$ cat config.mk
export PLATFORM = sky130hd
export DESIGN_NAME = anim_frame_seq
export DESIGN_NICKNAME = d
export VERILOG_FILES = /design/src/rtl/anim_frame_seq.sv
export SDC_FILE = /design/constraint.sdc
export NUM_CORES = 1
export LEC_CHECK = 0
export CELL_PAD_IN_SITES_DETAIL_PLACEMENT = 0
export CELL_PAD_IN_SITES_GLOBAL_PLACEMENT = 1
export CORE_MARGIN = 3
export CORE_UTILIZATION = 38
export CTS_CLUSTER_SIZE = 10
export DETAILED_ROUTE_END_ITERATION = 16
export GPL_TIMING_DRIVEN = 0
export HOLD_SLACK_MARGIN = 0.1
export PLACE_DENSITY = 0.75
export SYNTH_ARGS = -nofsm -noshare
export SYNTH_HDL_FRONTEND = slang
export SYNTH_SLANG_ARGS = --single-unit
$ cat constraint.sdc
create_clock -name Clk -period 2.5 [get_ports Clk]
set_clock_uncertainty 0.1 [all_clocks]
set_input_delay 0.5 -clock Clk [delete_from_list [all_inputs] [get_ports Clk]]
set_output_delay 0.5 -clock Clk [all_outputs]
set_load 0.01 [all_outputs]
$ cat src/rtl/anim_frame_seq.sv
`default_nettype none
// anim_frame_seq: steps a frame-mux select through 0..N-1 every hold_ticks frame_ticks.
// Optional ANIM_FRAME_SEQ_PINGPONG_EN adds forward/backward (ping-pong) playback.
module anim_frame_seq #(
  parameter int TICK_W     = 6,
  parameter int MAX_FRAMES = 5
) (
  input  logic              Clk,
  input  logic              Reset_n,
  input  logic              frame_tick,
  input  logic              start,
  input  logic              stop,
  input  logic              loop,
`ifdef ANIM_FRAME_SEQ_PINGPONG_EN
  input  logic              pingpong,
`endif
  input  logic [2:0]        num_frames,
  input  logic [TICK_W-1:0] hold_ticks,
  output logic [2:0]        select,
  output logic              busy,
  output logic              done
);

  localparam logic [2:0]        NF_MAX   = 3'(MAX_FRAMES);
  localparam logic [TICK_W-1:0] TICK_ONE = TICK_W'(1);

  typedef enum logic [0:0] {IDLE = 1'b0, PLAY = 1'b1} state_t;

  state_t            state;
  logic [TICK_W-1:0] tick_cnt;
  logic [TICK_W-1:0] hold_lat;
  logic [2:0]        nf_lat;
  logic              loop_lat;
`ifdef ANIM_FRAME_SEQ_PINGPONG_EN
  logic              pp_lat;
  logic              dir;     // 1 = walking back towards frame 0
`endif

  logic [2:0]        nf_clamp;
  logic [TICK_W-1:0] hold_clamp;
  logic [2:0]        last_frame;
  logic              expire;

  always_comb begin
    nf_clamp = num_frames;
    if (num_frames == 3'd0)
      nf_clamp = 3'd1;
    else if (num_frames > NF_MAX)
      nf_clamp = NF_MAX;
  end

  assign hold_clamp = (hold_ticks == '0) ? TICK_ONE : hold_ticks;
  assign last_frame = nf_lat - 3'd1;
  assign expire     = frame_tick && (tick_cnt == hold_lat - TICK_ONE);

  always_ff @(posedge Clk) begin
    if (!Reset_n) begin
      state    <= IDLE;
      select   <= 3'd0;
      busy     <= 1'b0;
      done     <= 1'b0;
      tick_cnt <= '0;
      hold_lat <= '0;
      nf_lat   <= 3'd0;
      loop_lat <= 1'b0;
`ifdef ANIM_FRAME_SEQ_PINGPONG_EN
      pp_lat   <= 1'b0;
      dir      <= 1'b0;
`endif
    end else begin
      done <= 1'b0;
      if (stop) begin
        // stop wins over start and over an expiring tick, in either state
        state    <= IDLE;
        select   <= 3'd0;
        busy     <= 1'b0;
        tick_cnt <= '0;
`ifdef ANIM_FRAME_SEQ_PINGPONG_EN
        dir      <= 1'b0;
`endif
      end else if (start) begin
        state    <= PLAY;
        select   <= 3'd0;
        busy     <= 1'b1;
        tick_cnt <= '0;
        hold_lat <= hold_clamp;
        nf_lat   <= nf_clamp;
        loop_lat <= loop;
`ifdef ANIM_FRAME_SEQ_PINGPONG_EN
        pp_lat   <= pingpong;
        dir      <= 1'b0;
`endif
      end else if (state == PLAY && frame_tick) begin
        if (!expire) begin
          tick_cnt <= tick_cnt + TICK_ONE;
        end else begin
          tick_cnt <= '0;
`ifdef ANIM_FRAME_SEQ_PINGPONG_EN
          if (pp_lat && dir) begin
            if (select != 3'd0) begin
              select <= select - 3'd1;
            end else if (loop_lat) begin
              dir    <= 1'b0;
              select <= 3'd1;
            end else begin
              state <= IDLE;
              busy  <= 1'b0;
              done  <= 1'b1;
            end
          end else if (select < last_frame) begin
            select <= select + 3'd1;
          end else if (pp_lat && last_frame != 3'd0) begin
            dir    <= 1'b1;
            select <= select - 3'd1;
          end else if (loop_lat) begin
            select <= 3'd0;
          end else begin
            state <= IDLE;
            busy  <= 1'b0;
            done  <= 1'b1;
          end
`else
          if (select < last_frame) begin
            select <= select + 3'd1;
          end else if (loop_lat) begin
            select <= 3'd0;
          end else begin
            state <= IDLE;
            busy  <= 1'b0;
            done  <= 1'b1;
          end
`endif
        end
      end
    end
  end

endmodule
`default_nettype wire

---- After elaboration in Yosys (flattened, before gate mapping) ----
Cells that the tools add are included.
word-level totals
  register bits ........................... 21
  word-level logic and storage cells ...... 45
operators by class
  add/subtract/negate cells ............... 4
  magnitude comparators ................... 2
  equality and inequality tests ........... 3
  multiplexer cells ....................... 12
  bitwise operators ....................... 4
  reduce and logical (&&, ||, !) cells .... 13
operators with widths
  cell                   count
  $mux W3                4
  $mux W6                2
  $add A6 B1 Y6 const B  1
  $eq A6 B6 Y1           1
  $logic_not A6 Y1       1
  $mux W1                6
  $reduce_bool A2 Y1     3
  $reduce_or A6 Y1       1
  $sub A6 B1 Y6 const B  1
  $ne A2 B2 Y1 const B   2
  $not A1 Y1             4
  $reduce_and A4 Y1      1
  $add A3 B1 Y3 const B  1
  $gt A3 B3 Y1 const B   1
  $logic_not A3 Y1       1
  $lt A3 B3 Y1           1
  $reduce_and A3 Y1      1
  $reduce_or A3 Y1       1
  $sub A3 B1 Y3 const B  1
  $logic_and A1 B1 Y1    2
  $reduce_and A2 Y1      1
  $reduce_or A2 Y1       1

---- Logic depth before layout (Yosys ltp) ----
  depth after elaboration ................. 6
  mapped depth ............................ 8
  depth with buffers taken out ............ 8

---- Worst setup path before layout ----
OpenSTA, ideal clock, no wires.
  kind .................................... flip-flop to flip-flop
  start ................................... register nf_lat[0]
  end ..................................... register select[2]
  library setup time ...................... 0.075 ns
  data arrival time ....................... 1.940 ns
  data required time ...................... 2.325 ns
  slack ................................... 0.385 ns
  cell stages (with the launch flop) ...... 9
  buffers on the path ..................... 0
  clock period less this slack ............ 2.115 ns
  cell sequence ........................... dfxtp_1 -> inv_1 -> ha_1 -> ha_1 -> o21a_1 -> o21ai_0 -> nand2_1 -> or4_1 -> a31oi_1
between the ends
  word-level cells in the longest chain between the ends .. 4
ends and longest elaborated chain
  what                                 line  text
  start, declared                      32    logic [2:0] nf_lat;
  start signal, assigned               87    nf_lat <= nf_clamp;
  $sub A3 B1 Y3 (*)                    53    assign last_frame = nf_lat - 3'd1;
  $lt A3 B3 Y1 (*)                     123   if (select < last_frame) begin
  $reduce_bool A2 Y1 (no source line)  -
  $reduce_and A3 Y1 (no source line)   -
  end signal, assigned                 124   select <= select + 3'd1;
  end, declared                        19    output logic [2:0] select,
Mark *: on every way between the ends. The rest lies on a longest branch, timed or not.
A chain may end at the register's enable or synchronous reset.

---- Final worst setup path ----
  start ................................... register hold_lat[0]
  end ..................................... register select[2]
between the ends
  word-level cells in the longest chain between the ends .. 4
ends and longest elaborated chain
  what                                line  text
  start, declared                     31    logic [TICK_W-1:0] hold_lat;
  start signal, assigned              86    hold_lat <= hold_clamp;
  $sub A6 B1 Y6                       54    assign expire = frame_tick && (tick_cnt == hold_lat - TICK_ONE);
  $eq A6 B6 Y1                        54
  $logic_and A1 B1 Y1                 54
  $reduce_and A3 Y1 (no source line)  -
No other way between the ends.

==> results.sh <==
export IMPL_die_w_um=60.92
export IMPL_critical_path_required_ns=2.63
export IMPL_n_fill_cell=295
export IMPL_crit_chain="inv_1 > ha_1 > o21ba_1 > a221oi_2 > a41oi_2 > or4_1 > a31oi_1"
export IMPL_design_area_sq_um=1401
export IMPL_synth_warnings=0
export IMPL_antenna_cells=0
export IMPL_final_setup_tns_ns=0
export IMPL_ir_drop_v=0.0001876
export IMPL_layout_cells_non_filler=187
export IMPL_cts_tree="done"
export IMPL_cts_root_buf="clkbuf_4"
export IMPL_hold_buffers=0
export IMPL_wl_um=2310
export IMPL_syn_area_per_cell_sq_um=8.617
export IMPL_timing_final_crit_share_pct=89.49
export IMPL_area_growth_pct=22.27
export IMPL_slowest_delay_ns=0.54
export IMPL_min_path_cells=2
export IMPL_hold_path_class="reg -> reg"
export IMPL_synthCells=133
export IMPL_yosysSeqAreaShare_pct=36.68
export IMPL_insertion_delay_ns=0.29
export IMPL_drc=0
export IMPL_cts_buffer_depth=2
export IMPL_place_congestion=0.7587
export IMPL_gr_usage_all_layers_pct=14.70
export IMPL_r2r_start="hold_lat[0]$_SDFFE_PN0P_"
export IMPL_die_h_um=60.92
export IMPL_clk_pin_slew_ns=0.12
export IMPL_netlist_area_sq_um=1146
export IMPL_leakagePower_nw=0.5285
export IMPL_dp_hpwl_um=1799
export IMPL_crit_path_start_kind="flop"
export IMPL_hold_violations=0
export IMPL_rsz0062_at_grt="no"
export IMPL_first_iter_violations=49
export IMPL_grt_overflow_total=0
export IMPL_r2r_end="select[2]$_SDFFE_PP0P_"
export IMPL_slew_viol_final=0
export IMPL_cts_sinks=21
export IMPL_antenna_found_initial=0
export IMPL_synthDistinctLibCells=34
export IMPL_grt_pass1_vias=948
export IMPL_wire_per_inst_um=12.35
export IMPL_rrSetupSlack_ns=0.26
export IMPL_ys_ff_latch=21
export IMPL_portBuffers=19
export IMPL_ff2ff_path_depth=7
export IMPL_finalPower_uw=609.8
export IMPL_core_sq_um=2805
export IMPL_maxCapViolCount=0
export IMPL_power_density_nw_per_um2=435.2
export IMPL_dpl_instance_area_sq_um=1375
export IMPL_layout_drive_gt1_share_pct=5.769
export IMPL_finalWorstPathRequiredPeriod_ns=2.237
export IMPL_grt_pass1_wl_um=4133
export IMPL_grt_start_max_net_pins=12
export IMPL_h_tree_depth=1
export IMPL_initial_core_util_pct=40.86
export IMPL_viasPerCell=5.144
export IMPL_criticalPathCategory="reg -> reg"
export IMPL_status="completed"
export IMPL_first_pass_iters=4
export IMPL_setup_viol=0
export IMPL_slowest_stage="or4_1"
export IMPL_end_kind="flop"
export IMPL_die_area_sq_um=3711
export IMPL_hp_start="loop_lat$_SDFFE_PN0P_"
export IMPL_cp_arrival_ns=2.37
export IMPL_final_nets=178
export IMPL_vias=962
export IMPL_place_inst=183
export IMPL_critPathMaxFanout=5
export IMPL_relSlewSlack_pct=60.34
export IMPL_min_to="loop_lat$_SDFFE_PN0P_"
export IMPL_ioPinCount=20
export IMPL_synth_fp_nets=154
export IMPL_ant_nets=0
export IMPL_tightest_slew_ns=0.5927
export IMPL_fp_row_count=19
export IMPL_timing_fmax_mhz=447.0
export IMPL_cts_buffers=3
## stage by stage
step	util (%)	hold WS, ns	worst slack [ns]
final	49.96	0.3748	0.2627
after global routing	49.96	0.4211	0.04378
after CTS	49.96	0.3801	0.1491
after detailed placement	49.02	0.3627	0.07050
after global placement	49.02	0.3528	0.09635
after floorplan	-	0.3432	0.3852
## cells in the final DEF, fill, tap and decap left out, types with 2 or more instances in the layout
| cell | count |
|---|---|
| clkbuf_4 | 3 |
| clkbuf_1 | 3 |
| o2bb2ai_1 | 2 |
| ha_1 | 6 |
| nor2_1 | 6 |
| nand2_1 | 21 |
| and3_1 | 3 |
| o21ai_0 | 3 |
| xnor2_1 | 6 |
| inv_1 | 6 |
| nand4_1 | 2 |
| xor2_1 | 8 |
| a21boi_0 | 7 |
| a31oi_1 | 2 |
| nor3_1 | 12 |
| dfxtp_1 | 21 |
| clkdlybuf4s50_1 | 19 |
| nor2b_1 | 2 |
| and2_1 | 2 |
| a21oi_1 | 5 |
## worst max-delay path, delay by kind of cell, from the launching register on
family          cells  cell delay (ns)
flops               1             0.44
simple gates        1             0.54
buf+inv             1             0.07
fa+ha+maj           1             0.26
compound gates      4             0.77
## cells in the mapped netlist
master | count | area share, %
dfxtp_1 | 21 | 37
nand2_1 | 21 | 6.9
nor3_1 | 12 | 5.2
xor2_1 | 8 | 6.1
a21boi_0 | 7 | 4.6
ha_1 | 6 | 6.6
inv_1 | 6 | 2.0
nor2_1 | 6 | 2.0
xnor2_1 | 6 | 4.6
a21oi_1 | 5 | 2.2
o21ai_0 | 4 | 1.7
and3_1 | 3 | 1.6
a31oi_1 | 2 | 1.1
and2_1 | 2 | 1.1
clkbuf_1 | 2 | 0.66
nand4_1 | 2 | 1.1
nor2b_1 | 2 | 1.1
o2bb2ai_1 | 2 | 1.5
a221oi_2 | 1 | 1.3
a41oi_2 | 1 | 1.4
buf_2 | 1 | 0.44
buf_6 | 1 | 0.98
mux2i_1 | 1 | 0.87
nand2b_1 | 1 | 0.55
nand3_1 | 1 | 0.44
nand4b_1 | 1 | 0.76
nor2_2 | 1 | 0.55
nor3b_1 | 1 | 0.66
o211ai_4 | 1 | 1.9
o21a_1 | 1 | 0.66
o21ba_1 | 1 | 0.87
o31ai_1 | 1 | 0.66
or2b_1 | 1 | 0.66
or4_1 | 1 | 0.66
## area by class of cell
type                    instances  area (sq um)  share of cell area [%]
well taps                      31         38.79                   2.768
plain buffers                   4         23.77                   1.696
repair buffers                 19         190.2                   13.57
multi-input cells             102         679.4                   48.48
clock buffers                   4         26.28                   1.875
inverters                       6         22.52                   1.607
flip-flops and latches         21         420.4                   30.00
## worst max-delay path by stage
stage / to / startpoint / slack [ns]
floorplan: select[2]$_SDFFE_PP0P_ / nf_lat[0]$_SDFFE_PN0P_ / 0.39
global route: select[2]$_SDFFE_PP0P_ / nf_lat[0]$_SDFFE_PN0P_ / 0.04
global placement: select[2]$_SDFFE_PP0P_ / frame_tick / 0.1
CTS: select[2]$_SDFFE_PP0P_ / nf_lat[0]$_SDFFE_PN0P_ / 0.15
detailed placement: select[2]$_SDFFE_PP0P_ / frame_tick / 0.07
finish: select[2]$_SDFFE_PP0P_ / hold_lat[0]$_SDFFE_PN0P_ / 0.26
## registers in the layout, summed over array words and instances (netlist names)
register	count
hold_lat	6
tick_cnt	6
nf_lat	3
select	3
done	1
loop_lat	1
state	1
## report_power, final
group | leakage, nW | internal (mW) | switching [mW]
registers | 0.171 | 0.343 | 0.00818
logic | 0.343 | 0.0506 | 0.0443
clock network | 0.0150 | 0.0620 | 0.101
total | 0.529 | 0.456 | 0.154
## cells by family after synthesis
group                      Yosys count  share of synthesized area (%)
and+or+nand+nor                     55                          23.25
muxes                                1                         0.8734
adders and majority gates            6                          6.550
DFF                                 21                          36.68
buffers and inverters               10                          4.039
AOI/OAI and AO/OA                   26                          17.90
xor gates and xnor gates            14                          10.70
## routing by layer
metal  GRT usage, %  part of all wire, %  up-vias
met2          23.97                   46       11
met4          4.644                 0.91        0
met1          19.33                   51      440
met5              0                    0        -
li1               -                    -      509
met3          3.191                  2.7        2
## what timing repair did
| item | in CTS | in global routing |
|---|---|---|
| setup buffers | 0 | 0 |
| setup endpoints to repair | 0 | 1 |
| gates resized for setup | 0 | 1 |
No activity file was read; power rests on OpenSTA's default activity.
